File: src/rtl/memory_param.sv
// memory_param: simple dual-port RAM with byte enables, selectable
// read-during-write behaviour, optional output register and a
// self-sequenced clear of the whole array (run after reset or on request).
module memory_param #(
  parameter int unsigned DATA_W   = 16,
  parameter int unsigned ADDR_W   = 8,
  parameter int unsigned RDW_MODE = 0,
  parameter int unsigned OUT_REG  = 0
) (
  input  logic                clk,
  input  logic                rst,
  input  logic                wr_en,
  input  logic [ADDR_W-1:0]   wr_addr,
  input  logic [DATA_W-1:0]   wr_data,
  input  logic [DATA_W/8-1:0] wr_be,
  input  logic                rd_en,
  input  logic [ADDR_W-1:0]   rd_addr,
  output logic [DATA_W-1:0]   rd_data,
  output logic                rd_valid,
  input  logic                clr_req,
  output logic                busy
);

  localparam int unsigned NB    = DATA_W / 8;
  localparam int unsigned DEPTH = 1 << ADDR_W;

  typedef enum logic {CLEAR, IDLE} state_e;

  state_e              state_q, state_d;
  logic [ADDR_W-1:0]   cnt_q, cnt_d;
  logic [DATA_W-1:0]   mem_q [DEPTH];

  logic                wr_acc;
  logic                rd_acc;
  logic [DATA_W-1:0]   wr_merged;
  logic [DATA_W-1:0]   rd_word;

  logic                rd_valid_q;
  logic [DATA_W-1:0]   rd_data_q;

  // State register: reset always (re)starts a clear from address 0
  always_ff @(posedge clk) begin
    if (rst) begin
      state_q <= CLEAR;
      cnt_q   <= '0;
    end else begin
      state_q <= state_d;
      cnt_q   <= cnt_d;
    end
  end

  // Next state: CLEAR walks every address once, terminal compare ends it
  always_comb begin
    state_d = state_q;
    cnt_d   = cnt_q;
    case (state_q)
      CLEAR: begin
        cnt_d = cnt_q + 1'b1;
        if (cnt_q == '1) state_d = IDLE;
      end
      IDLE: begin
        if (clr_req) begin
          state_d = CLEAR;
          cnt_d   = '0;
        end
      end
      default: state_d = CLEAR;
    endcase
  end

  // Outputs / request qualification: all requests are dropped while clearing
  always_comb begin
    busy   = (state_q == CLEAR);
    wr_acc = wr_en && (state_q == IDLE);
    rd_acc = rd_en && (state_q == IDLE);
  end

  // Byte-merged write word and read word with read-during-write selection
  always_comb begin
    wr_merged = mem_q[wr_addr];
    for (int unsigned b = 0; b < NB; b++) begin
      if (wr_be[b]) wr_merged[b*8 +: 8] = wr_data[b*8 +: 8];
    end
    rd_word = mem_q[rd_addr];
    if ((RDW_MODE != 0) && wr_acc && (wr_addr == rd_addr)) rd_word = wr_merged;
  end

  // Array write port: clear zeroes one word per cycle, otherwise user writes
  always_ff @(posedge clk) begin
    if (!rst) begin
      if (state_q == CLEAR)  mem_q[cnt_q]   <= '0;
      else if (wr_acc)       mem_q[wr_addr] <= wr_merged;
    end
  end

  generate
    if (OUT_REG != 0) begin : g_oreg
      logic              s1_valid_q;
      logic [DATA_W-1:0] s1_data_q;

      // Two-stage read pipeline; stage 2 keeps draining while clearing
      always_ff @(posedge clk) begin
        if (rst) begin
          s1_valid_q <= 1'b0;
          s1_data_q  <= '0;
          rd_valid_q <= 1'b0;
          rd_data_q  <= '0;
        end else begin
          s1_valid_q <= rd_acc;
          if (rd_acc) s1_data_q <= rd_word;
          rd_valid_q <= s1_valid_q;
          if (s1_valid_q) rd_data_q <= s1_data_q;
        end
      end
    end else begin : g_noreg
      // Single-stage read: data register holds until the next completed read
      always_ff @(posedge clk) begin
        if (rst) begin
          rd_valid_q <= 1'b0;
          rd_data_q  <= '0;
        end else begin
          rd_valid_q <= rd_acc;
          if (rd_acc) rd_data_q <= rd_word;
        end
      end
    end
  endgenerate

  assign rd_valid = rd_valid_q;
  assign rd_data  = rd_data_q;

endmodule

File: config.mk
export PLATFORM = sky130hd
export DESIGN_NAME = memory_param
export DESIGN_NICKNAME = d
export VERILOG_FILES = /design/src/rtl/memory_param.sv
export SDC_FILE = /design/constraint.sdc
export NUM_CORES = 2
export LEC_CHECK = 0
export BUFFER_PORTS_ARGS = -buffer_cell sky130_fd_sc_hd__buf_2
export CORE_AREA = 2 2 823 825
export CTS_CLUSTER_SIZE = 10
export DETAILED_ROUTE_END_ITERATION = 7
export DIE_AREA = 0 0 825 827
export PLACE_DENSITY = 0.33
export SLEW_MARGIN = 10
export SYNTH_ARGS = -nofsm -noshare
export SYNTH_HDL_FRONTEND = slang
export SYNTH_SLANG_ARGS = --single-unit
export TNS_END_PERCENT = 50
File: constraint.sdc
create_clock -name clk -period 5.85 [get_ports clk]
set_input_delay 0.2925 -clock clk [delete_from_list [all_inputs] [get_ports clk]]
set_output_delay 0.2925 -clock clk [all_outputs]
set_load 0.005 [all_outputs]
==> impl_metrics.json <==
{
  "status": "complete, no violations",
  "period_share": 0.819,
  "grt_pass1_wl_um": 738000,
  "cts_buffers": 480,
  "slew_violations": 0,
  "slew_headroom": 0.104,
  "cts_tree": "built",
  "cp.required_ns": 6.50,
  "io_pins": 57,
  "synth_warnings": 0,
  "timing.hold.ws_ns": 0.177,
  "synth-main-ff-cell": "edfxtp_1",
  "synth_fa_ha_area_frac": 0.0000777,
  "synthArstFlopShare": 0,
  "finalHoldViolations": 0,
  "yosysUniqueCellTypes": 69,
  "clock-root-buffer": "clkbuf_16",
  "grt_use_total": 0.155,
  "fp.dieW_um": 825,
  "num_rows": 302,
  "core_area_um2": 674000,
  "layout-area-overhead-vs-synth_pct": 15.8,
  "dpl.hpwl_um": 339000,
  "final_common_cell": "edfxtp_1",
  "criticalPathCategory": "register to register",
  "synth_compound_area_frac": 0.0384,
  "finalSetupTns_ns": 0,
  "cts_setup_buffers": 0,
  "die_area_um2": 682000,
  "clk_pin_slew_worst_paths_ns": 0.06,
  "clock-sinks": 4122,
  "start_util": 0.239,
  "end_kind": "register",
  "synth_nets": 8063,
  "rr_worst_depth": 7,
  "antenna_found_initial": 38,
  "fmax_mhz": 209,
  "p_sw_mw": 13.6,
  "synth-simple-area-share": 0.0283,
  "hold_path_class": "primary input to register",
  "worst_slew_pin_slew_ns": 1.34,
  "power.leakage_nw": 58.5,
  "muxShareOfSynthArea": 0.144,
  "synthCells": 8023,
  "wl_per_cell_um": 30.7,
  "whs_path_depth": 3,
  "peakVddDrop_uv": 251,
  "setup_viol": 0,
  "clock_latency_ns": 1.08,
  "overflow": 0,
  "power_density_nw_per_um2": 330,
  "layout_common_cells": "edfxtp_1 (4096), mux2i_1 (724), mux4_2 (689), nor2_1 (569), clkbuf_16 (481)",
  "clock_skew_ns": 0.0672,
  "place_congestion": 0.762,
  "rsz0062_at_grt": "no",
  "timing.rr.end": "mem_q[118][12]",
  "grt_pass1_vias": 84200,
  "drc": 0,
  "setup_slack_ns": 1.06,
  "io_buffers": 56,
  "p_comb_frac": 0.040,
  "postRouteAntennaNets": 0,
  "synth_edf_count": 4096,
  "via_count": 80200,
  "synth_seq_cells": 4122,
  "avgSynthCellArea_um2": 20.1,
  "pwr-share-clk": 0.439,
  "hold_path_end": "cnt_q[2]",
  "regToRegStartpoint": "state_q",
  "final_nets": 8467,
  "synth_xor_area_frac": 0,
  "worstPathMaxFanout": 12,
  "drt_iter0_markers": 6667,
  "place_ws_ns": 0.440,
  "arrival_ns": 5.44,
  "critPathLaunchType": "register",
  "wirelength_um": 542000,
  "firstDrtPassIters": 7,
  "grt_max_degree": 137,
  "p_int_mw": 47.9,
  "power_frac_seq": 0.521,
  "chipHeight_um": 827,
  "drv_cap": 0,
  "yosysSeqAreaShare": 0.767,
  "netlist_area_um2": 161000,
  "clockBufferDepth": 4,
  "switching_share": 0.221,
  "synth_top_family_by_area": "multiplexers",
  "hp-start": "rst",
  "drive_above_1_share": 0.199,
  "routed_via_density": 4.54,
  "htree_levels": 5,
  "fin_crit_ns": 4.79,
  "r2r_setup_slack_ns": 1.06
}
[cell type report]
class,count,area [um^2]
fill,66900,488000
sequential,4122,124000
multi-input combinational,3401,34300
clock buffer,626,12600
tap,8968,11200
timing repair buffer,417,3940
clock inverter,103,858
inverter,5,28.8
antenna,8,20.0
[registers in the layout (all words and copies together) (netlist names)]
register,flops
cnt_q,8
state_q,1
rd_data,16
rd_valid,1
mem_q,4096
[logic make-up (layout without fill, tap and decap cells)]
family | after synthesis | after routing
adders and majority gates | 1 | 1
muxes | 1428 | 1428
buffers and inverters | 500 | 1151
other | 0 | 8
AOI/OAI and AO/OA | 887 | 887
and+or+nand+nor | 1085 | 1085
DFF | 4122 | 4122
[worst max-delay path, cell delays in order, from the launching register on]
cell and delay [ns]:
dfxtp_1 0.63, nand2_1 0.15, nor3_2 0.72, nand3b_1 0.15
o21ai_1 0.56, nand3_2 0.99, buf_4 0.54, nor2_1 0.61
[cell usage after synthesis, types with 70 or more instances]
master,count,area share
a211oi_1,70,0.0033
a21oi_1,136,0.0042
a22oi_1,107,0.0050
buf_2,113,0.0035
buf_6,80,0.0056
clkbuf_1,179,0.0042
edfxtp_1,4096,0.76
mux2i_1,724,0.045
mux4_2,689,0.096
nand2_1,272,0.0063
nand3_1,87,0.0027
nor2_1,578,0.013
o21ai_0,97,0.0030
o221ai_1,113,0.0061
o22ai_1,213,0.0083
[metal layers]
layer / GRT usage / vias up / wire, um
met2: 0.267 / 1895 / 268000
met3: 0.0217 / 601 / 22900
met5: 0 / - / 40
met1: 0.208 / 43800 / 239000
met4: 0.0311 / 6 / 11300
li1: - / 33900 / -
[repair_timing]
| action | 4_1_cts | 5_1_grt |
|---|---|---|
| hold endpoints to repair | 518 | 0 |
| resized for setup | 0 | 0 |
| hold buffers | 22 | 0 |
[worst max-delay path by stage]
stage / start / end / slack (ns) / cells after the start
final: state_q / mem_q[118][12] / 1.06 / 7
after global routing: state_q / mem_q[118][12] / 0.66 / 7
after CTS: state_q / mem_q[118][12] / 0.84 / 7
after detailed placement: rd_addr[1] / rd_data[3] / 0.44 / 9
after global placement: rd_addr[1] / rd_data[3] / 0.19 / 9
after floorplan: state_q / mem_q[0][10] / 0.50 / 6
[through the flow]
stage          area, um^2  total power [mW]  utilization  std cells
6_report           186000              61.5        0.277      17700
4_1_cts            186000              62.4        0.277      17600
3_3_place_gp       173000              35.2        0.256      16900
2_1_floorplan      161000              34.1            -       8023
3_5_place_dp       173000              35.2        0.256      16900
5_1_grt            186000              63.4        0.277      17600
[power groups by stage]
stage / clock network [mW] / registers (mW) / logic [mW]
after floorplan: 0 / 32.6 / 1.53
after global placement: 0 / 32.6 / 2.56
after detailed placement: 0 / 32.6 / 2.55
after CTS: 27.8 / 32.0 / 2.57
after global routing: 28.8 / 32.0 / 2.62
final: 27.0 / 32.0 / 2.48
Power figures use the tool's default switching activity.
